[src/rtl/xintf_pkg.sv]
// ============================================================================
// Module      : xintf_pkg
// Description : Shared types and constants for the XINTF DPBRAM frame reader.
// Revision    : 1.0 - initial release
// ============================================================================
`default_nettype none

package xintf_pkg;

    // Width of the trailing frame checksum and of one DPBRAM halfword
    localparam int CSUM_W = 16;
    localparam int HW_W   = 16;

    // Frame reader sequencing states
    typedef enum logic [3:0] {
        IDLE     = 4'd0,
        RD_LO    = 4'd1,
        WAIT_LO  = 4'd2,
        RD_HI    = 4'd3,
        WAIT_HI  = 4'd4,
        PUSH     = 4'd5,
        RD_SUM   = 4'd6,
        WAIT_SUM = 4'd7,
        DONE     = 4'd8
    } state_t;

    // The checksum halfword sits directly after the 2*num_words data halfwords
    function automatic int unsigned csum_addr(input int unsigned base,
                                              input int unsigned num_words);
        return base + 2 * num_words;
    endfunction

endpackage

`default_nettype wire

[src/rtl/xintf_dpbram_frame_reader.sv]
// ============================================================================
// Module      : xintf_dpbram_frame_reader
// Description : Scans a fixed halfword frame from DPBRAM port 1, packs
//               even/odd halfword pairs into 32-bit stream beats and checks
//               the trailing 16-bit additive checksum.
// Revision    : 1.0 - initial release
// ============================================================================
`default_nettype none

module xintf_dpbram_frame_reader
    import xintf_pkg::*;
#(
    parameter int ADDR_WIDTH = 9,
    parameter int NUM_WORDS  = 32,
    parameter int BASE_ADDR  = 0,
    parameter int READ_LAT   = 1
) (
    input  logic                  i_clk,
    input  logic                  i_rst,
    input  logic                  i_start,
    output logic                  o_busy,
    output logic                  o_done,
    output logic                  o_frame_err,
    output logic [15:0]           o_frame_cnt,
    output logic [ADDR_WIDTH-1:0] o_bram_addr,
    output logic                  o_bram_ce,
    output logic                  o_bram_we,
    output logic [15:0]           o_bram_din,
    input  logic [15:0]           i_bram_dout,
    output logic [7:0]            o_m_addr,
    output logic [31:0]           o_m_data,
    output logic                  o_m_valid,
    input  logic                  i_m_ready,
    output logic                  o_m_last
);

    // Frame must fit in the BRAM and word index must fit in 8 bits
    if ((BASE_ADDR + 2 * NUM_WORDS) > ((1 << ADDR_WIDTH) - 1) || NUM_WORDS > 256 ||
        NUM_WORDS < 1 || READ_LAT < 1 || READ_LAT > 3) begin : g_param_check
        $fatal(1, "xintf_dpbram_frame_reader: illegal parameter combination");
    end

    localparam logic [ADDR_WIDTH-1:0] c_base      = ADDR_WIDTH'(BASE_ADDR);
    localparam logic [ADDR_WIDTH-1:0] c_csum_addr = ADDR_WIDTH'(csum_addr(BASE_ADDR, NUM_WORDS));
    localparam logic [7:0]            c_last_k    = 8'(NUM_WORDS - 1);
    localparam logic [1:0]            c_lat_init  = 2'(READ_LAT - 1);

    state_t                  r_state;
    state_t                  w_next;
    logic [7:0]              r_k;
    logic [1:0]              r_lat;
    logic [HW_W-1:0]         r_lo;
    logic [HW_W-1:0]         r_hi;
    logic [CSUM_W-1:0]       r_acc;
    logic [CSUM_W-1:0]       r_csum;
    logic                    r_frame_err;
    logic [15:0]             r_frame_cnt;
    logic                    w_lat_done;
    logic                    w_is_last;
    logic [ADDR_WIDTH-1:0]   w_lo_addr;

    assign w_lat_done  = (r_lat == 2'd0);
    assign w_is_last   = (r_k == c_last_k);
    assign w_lo_addr   = c_base + ADDR_WIDTH'({r_k, 1'b0});

    assign o_bram_we   = 1'b0;
    assign o_bram_din  = 16'h0000;
    assign o_frame_err = r_frame_err;
    assign o_frame_cnt = r_frame_cnt;

    // State register; async reset drops ce/valid the instant it asserts
    always_ff @(posedge i_clk or negedge i_rst) begin
        if (!i_rst) begin
            r_state <= IDLE;
        end else begin
            r_state <= w_next;
        end
    end

    // Next-state decode and state-derived outputs
    always_comb begin
        w_next      = r_state;
        o_bram_ce   = 1'b0;
        o_bram_addr = '0;
        o_m_valid   = 1'b0;
        o_m_addr    = 8'h00;
        o_m_data    = 32'h0000_0000;
        o_m_last    = 1'b0;
        o_done      = 1'b0;
        o_busy      = (r_state != IDLE);
        case (r_state)
            IDLE: begin
                if (i_start) begin
                    w_next = RD_LO;
                end
            end
            RD_LO: begin
                o_bram_ce   = 1'b1;
                o_bram_addr = w_lo_addr;
                w_next      = WAIT_LO;
            end
            WAIT_LO: begin
                if (w_lat_done) begin
                    w_next = RD_HI;
                end
            end
            RD_HI: begin
                o_bram_ce   = 1'b1;
                o_bram_addr = w_lo_addr + ADDR_WIDTH'(1);
                w_next      = WAIT_HI;
            end
            WAIT_HI: begin
                if (w_lat_done) begin
                    w_next = PUSH;
                end
            end
            PUSH: begin
                o_m_valid = 1'b1;
                o_m_addr  = r_k;
                o_m_data  = {r_hi, r_lo};
                o_m_last  = w_is_last;
                if (i_m_ready) begin
                    w_next = w_is_last ? RD_SUM : RD_LO;
                end
            end
            RD_SUM: begin
                o_bram_ce   = 1'b1;
                o_bram_addr = c_csum_addr;
                w_next      = WAIT_SUM;
            end
            WAIT_SUM: begin
                if (w_lat_done) begin
                    w_next = DONE;
                end
            end
            DONE: begin
                o_done = 1'b1;
                w_next = IDLE;
            end
            default: begin
                w_next = IDLE;
            end
        endcase
    end

    // Word index, read-latency countdown, halfword capture and checksum
    always_ff @(posedge i_clk or negedge i_rst) begin
        if (!i_rst) begin
            r_k         <= 8'h00;
            r_lat       <= 2'd0;
            r_lo        <= '0;
            r_hi        <= '0;
            r_acc       <= '0;
            r_csum      <= '0;
            r_frame_err <= 1'b0;
            r_frame_cnt <= 16'h0000;
        end else begin
            case (r_state)
                IDLE: begin
                    if (i_start) begin
                        r_k         <= 8'h00;
                        r_acc       <= '0;
                        r_frame_err <= 1'b0;
                    end
                end
                RD_LO, RD_HI, RD_SUM: begin
                    r_lat <= c_lat_init;
                end
                WAIT_LO: begin
                    if (w_lat_done) begin
                        r_lo  <= i_bram_dout;
                        r_acc <= r_acc + i_bram_dout;
                    end else begin
                        r_lat <= r_lat - 2'd1;
                    end
                end
                WAIT_HI: begin
                    if (w_lat_done) begin
                        r_hi  <= i_bram_dout;
                        r_acc <= r_acc + i_bram_dout;
                    end else begin
                        r_lat <= r_lat - 2'd1;
                    end
                end
                PUSH: begin
                    if (i_m_ready && !w_is_last) begin
                        r_k <= r_k + 8'd1;
                    end
                end
                WAIT_SUM: begin
                    if (w_lat_done) begin
                        r_csum <= i_bram_dout;
                    end else begin
                        r_lat <= r_lat - 2'd1;
                    end
                end
                DONE: begin
                    r_frame_err <= (r_acc != r_csum);
                    r_frame_cnt <= r_frame_cnt + 16'd1;
                end
                default: begin
                end
            endcase
        end
    end

endmodule

`default_nettype wire

[config.mk]
export PLATFORM = sky130hd
export DESIGN_NAME = xintf_dpbram_frame_reader
export DESIGN_NICKNAME = d
export VERILOG_FILES = /design/src/rtl/xintf_pkg.sv /design/src/rtl/xintf_dpbram_frame_reader.sv
export SDC_FILE = /design/constraint.sdc
export NUM_CORES = 1
export LEC_CHECK = 0
export ABC_AREA = 1
export BUFFER_PORTS_ARGS = -buffer_cell sky130_fd_sc_hd__buf_2
export CAP_MARGIN = 40
export CORE_MARGIN = 1.5
export CORE_UTILIZATION = 56
export DETAILED_ROUTE_END_ITERATION = 8
export MAX_ROUTING_LAYER = met4
export PLACE_DENSITY = 0.77
export SLEW_MARGIN = 20
export SYNTH_ARGS = -nofsm -noshare
export SYNTH_HDL_FRONTEND = slang
export SYNTH_SLANG_ARGS = --single-unit
export TNS_END_PERCENT = 20
[constraint.sdc]
create_clock -name i_clk -period 2.19 [get_ports i_clk]
set_clock_uncertainty 0.15 [all_clocks]
set_input_delay 0.219 -clock i_clk [delete_from_list [all_inputs] [get_ports i_clk]]
set_output_delay 0.219 -clock i_clk [all_outputs]
set_load 0.01 [all_outputs]
Word-level counts from Yosys, hierarchy flattened
Cells that the tools add are included.
{"block": "op_classes", "addsub": 5, "n_eq_ne": 18, "mux": 24, "reduce_logical": 20}
{"operator": "$mux 16", "count": 2}
{"operator": "$mux 32", "count": 1}
{"operator": "$pmux 16 s2", "count": 1}
{"operator": "$pmux 4 s8", "count": 1}
{"operator": "$pmux 9 s3", "count": 1}
{"operator": "$mux 8", "count": 3}
{"operator": "$mux 4", "count": 5}
{"operator": "$add 16x1->16 const B", "count": 1}
{"operator": "$add 16x16->16", "count": 1}
{"operator": "$eq 4x3->1 const B", "count": 4}
{"operator": "$ne 16x16->1", "count": 1}
{"operator": "$pmux 8 s2", "count": 1}
{"operator": "$ne 2x2->1 const B", "count": 7}
{"operator": "$reduce_and 2->1", "count": 5}
{"operator": "$add 9x1->9 const B", "count": 1}
{"operator": "$add 8x1->8 const B", "count": 1}
{"operator": "$eq 4x2->1 const B", "count": 2}
{"operator": "$eq 8x5->1 const B", "count": 1}
{"operator": "$reduce_bool 2->1", "count": 4}
{"operator": "$reduce_and 3->1", "count": 2}
{"operator": "$reduce_or 3->1", "count": 2}
{"operator": "$mux 1", "count": 5}
{"operator": "$reduce_and 5->1", "count": 1}
{"operator": "$eq 4x1->1 const B", "count": 1}
{"operator": "other kinds (13)", "count": 13}
{"block": "word_totals", "register_bits": 95, "wordCells": 76}

Depth between registers and ports, before layout
{"block": "depth", "ltp_word": 5, "mapped_depth": 12, "depth_no_buf": 11}

Worst setup path after synthesis
Ideal clock, no wire load.
{"block": "synth_path", "kind": "flip-flop to flip-flop", "startpoint": "reg r_acc[0]", "endpoint": "reg r_acc[4]", "setup_ns": 0.122, "arrival_time_ns": 1.575, "path_slack_ns": 0.343, "stages_incl_launch_ff": 10, "path_buffers": 0, "synth_period_minus_slack_ns": 1.847, "cell_sequence": "dfrtp_1 > ha_1 > fa_1 > nand2_1 > nand2_1 > nand2_1 > inv_1 > or2_2 > nand3_1 > a21oi_1"}
{"block": "synth_via", "elab_chain_len": 3}
{"element": "from (decl)", "line_no": "xintf_dpbram_frame_reader.sv:54", "rtl": "logic [CSUM_W-1:0] r_acc;"}
{"element": "from (signal assigned)", "line_no": "xintf_dpbram_frame_reader.sv:172", "rtl": "r_acc <= r_acc + i_bram_dout;"}
{"element": "from (signal assigned)", "line_no": "xintf_dpbram_frame_reader.sv:180", "rtl": "r_acc <= r_acc + i_bram_dout;"}
{"element": "$add 16x16->16", "line_no": "xintf_dpbram_frame_reader.sv:172, xintf_dpbram_frame_reader.sv:180"}
{"element": "$mux 16", "line_no": "xintf_dpbram_frame_reader.sv:170, xintf_dpbram_frame_reader.sv:178"}
{"element": "$pmux 16 s2", "line_no": "xintf_dpbram_frame_reader.sv:158", "rtl": "case (r_state)"}
No other way between the ends. The select of a mux whose other input is x is not followed.
A chain may end at the register's enable or synchronous reset.

Worst setup path after layout
{"block": "layout_path", "startpoint": "in i_bram_dout[0]", "endpoint": "reg r_acc[4]"}
{"block": "layout_via", "elab_chain_len": 3}
{"element": "from (decl)", "line_no": "xintf_dpbram_frame_reader.sv:29", "rtl": "input logic [15:0] i_bram_dout,"}
{"element": "$add 16x16->16", "line_no": "xintf_dpbram_frame_reader.sv:172, xintf_dpbram_frame_reader.sv:180"}
{"element": "$mux 16", "line_no": "xintf_dpbram_frame_reader.sv:170, xintf_dpbram_frame_reader.sv:178"}
{"element": "$pmux 16 s2", "line_no": "xintf_dpbram_frame_reader.sv:158"}
No other way between the ends. The select of a mux whose other input is x is not followed.

==> impl_metrics.tcl <==
set metrics [dict create \
    status "finished clean" \
    layout_common_cells "nand2_1 (195), inv_1 (112), dfrtp_1 (95)" \
    crit_family "buffers and inverters" \
    critPathKind "in -> reg" \
    p_int_mw 4.29 \
    power.density_mw_per_mm2 1150 \
    synth_edf_count 0 \
    required_ps 2290 \
    critPathArrivalTime_ps 2150 \
    yosys_warnings 0 \
    dr.pass1.iters 5 \
    clkLatencyLatePin_ps 370 \
    ir_drop_uv 548 \
    clkTransAtPathRegs_ps 100 \
    path_max_fanout 4 \
    drv_slew 0 \
    pwr-share-clk_pct 15.4 \
    wl_mm 13.3 \
    seq_area_frac_synth_pct 41.3 \
    core_mm2 0.00986 \
    via_per_inst 5.09 \
    ys.flop_type "dfrtp_1" \
    cts_tree "built" \
    fmax_ghz 0.486 \
    grt_first_pass_wirelength_mm 22.8 \
    die_h_um 104 \
    cts_buffers 9 \
    p_leak_nw 3.72 \
    start_util_pct 58.3 \
    cp_common_cell "nand2_1" \
    hold_class "in -> reg" \
    grt_pass1_vias 4953 \
    combPwrFrac_pct 47.3 \
    clockBufferDepth 2 \
    syn_to_final_growth_pct 16.0 \
    p_sw_share_pct 44.0 \
    setup_violations 0 \
    drc 0 \
    finalCriticalPeriod_ps 2060 \
    slowest_delay_ps 540 \
    place_hpwl_mm 10.0 \
    wl_per_cell_um 13.2 \
    slowest_stage "dlygate4sd3_1" \
    synthCells 764 \
    final_net_count 912 \
    grt_setup_unrepaired "no" \
    antenna_cells 0 \
    critical_path.cell_chain "dlygate4sd3_1, buf_2, ha_1, fa_2, nand2_1, nand2_1, nand2_1, inv_1, or2_2, nand3_1, a21oi_1" \
    netlist_top_cells_area "dfrtp_1 (41%), nand2_1 (13%), inv_1 (7.3%)" \
    crit_buf_inv 3 \
    fin_cells 1010 \
    syn_area_mm2 0.00575 \
    ys_ff_latch 95 \
    place_congestion 0.907 \
    postSynthAreaPerCell_um2 7.53 \
    die_w_um 104 \
    synth_top_area_share_pct 41.3 \
    ios 108 \
    tns_ps 0 \
    seqPwrFrac_pct 37.3 \
    yosysTopAreaCell "dfrtp_1" \
    finalCritPeriodShare_pct 93.9 \
    grt_max_degree 62 \
    grt_overflow 0 \
    clock-sinks 95 \
    dp_cells 976 \
    h-tree-depth 3 \
    grt_usage_pct 26.3 \
    port_buffers 90 \
    startpoint_type "primary input" \
    final_common_cell "nand2_1" \
    drt_iter0_markers 294 \
    cts.root.buffer_cell "clkbuf_8" \
    antenna_found_initial 0 \
    maxCapViolCount 0 \
    dieArea_mm2 0.0109 \
    drive_gt1_share_pct 18.5 \
    async_flop_share_pct 100 \
    synth.distinct_cells 36 \
    final_antenna_net_count 0 \
    end_kind "flip-flop" \
    hold_viol 0 \
    vias 5137 \
    net-switching-power_mw 3.38 \
    rows 36 \
]
## worst min-delay path, delay by kind of cell
family	cells	cell delay, ps
buffers and inverters	1	140
and+or+nand+nor	1	110
AOI/OAI and AO/OA	1	40
## registers in the layout, indices dropped and copies added, names as in the netlist
signal       cells
o_frame_cnt     16
r_acc           16
r_csum          16
r_hi            16
r_lo            16
r_k              8
r_state          4
r_lat            2
o_frame_err      1
## cell type report
class,count,area (um^2)
multi-input cells,530,2750
clock buffers,11,141
repair buffers,116,724
flip-flops and latches,95,2380
well taps,133,166
inverters,121,458
fillers,837,3190
clock inverters,4,55.1
## path summary, 6_finish.rpt
path,slack (ps),from,cells past startpoint,to
max,130,i_bram_dout[0],11,r_acc[4]
min,20,i_bram_dout[2],3,r_hi[2]
max reg2reg,220,r_state[3],9,r_k[6]
min reg2reg,340,o_frame_cnt[5],1,o_frame_cnt[5]
max in group asynchronous,1110,i_rst,4,r_acc[7]
min in group asynchronous,100,i_rst,2,r_k[0]
## logic make-up after synthesis
logic type / count (synthesis) / share of synthesized area [%]
AND/OR/NAND/NOR: 384 / 30.0
adder cells (fa/ha/maj): 19 / 4.26
XOR/XNOR: 32 / 4.87
buffers and inverters: 155 / 12.0
AO/OA/AOI/OAI: 78 / 7.48
flip-flops: 95 / 41.3
other: 1 / 0.0652
## what timing repair did
item | CTS | global route
resized for setup | 1 | 2
hold buffers | 16 | 0
endpoints found under the hold margin | 81 | 0
endpoints found under the setup margin | 15 | 2
setup buffers | 2 | 0
## per-stage QoR
| step | hold slack, ps | util [%] | cell area, um^2 | power [mW] | setup WS [ps] |
|---|---|---|---|---|---|
| 3_3_place_gp | 200 | 63.5 | 6260 | 6.25 | 284 |
| 2_1_floorplan | -227 | - | 5810 | 5.59 | 343 |
| 3_5_place_dp | 209 | 63.5 | 6260 | 6.43 | 228 |
| 4_1_cts | 3.05 | 67.3 | 6640 | 7.66 | 44.1 |
| 6_report | 23.3 | 67.6 | 6670 | 7.67 | 133 |
| 5_1_grt | 22.5 | 67.6 | 6670 | 8.32 | 0.513 |
## metal layers
metal  vias to the layer above  GRT usage (%)  share of wire [%]
met2                       159           43.4                 48
li1                       2549              -                  -
met1                      2413           33.4                 45
met4                         0           8.33                1.4
met5                         -              -                  0
met3                        16           3.82                5.7
## power by group through the flow
stage | clock network [mW] | logic (mW) | registers, mW
2_1_floorplan | 0 | 2.84 | 2.75
3_3_place_gp | 0 | 3.39 | 2.85
3_5_place_dp | 0 | 3.54 | 2.89
4_1_cts | 1.20 | 3.60 | 2.86
5_1_grt | 1.27 | 4.12 | 2.93
6_report | 1.18 | 3.63 | 2.86
## synthesized netlist by cell type (11+ instances only)
library cell,number
nand3_1,46
inv_1,112
nand2_1,196
o21ai_0,40
o21ai_1,16
xor2_1,16
dfrtp_1,95
a21oi_1,15
nor3_1,11
xnor2_1,16
nor2_1,85
nand4_1,11
ha_1,18
buf_4,20
(Power assumes the default switching activity.)
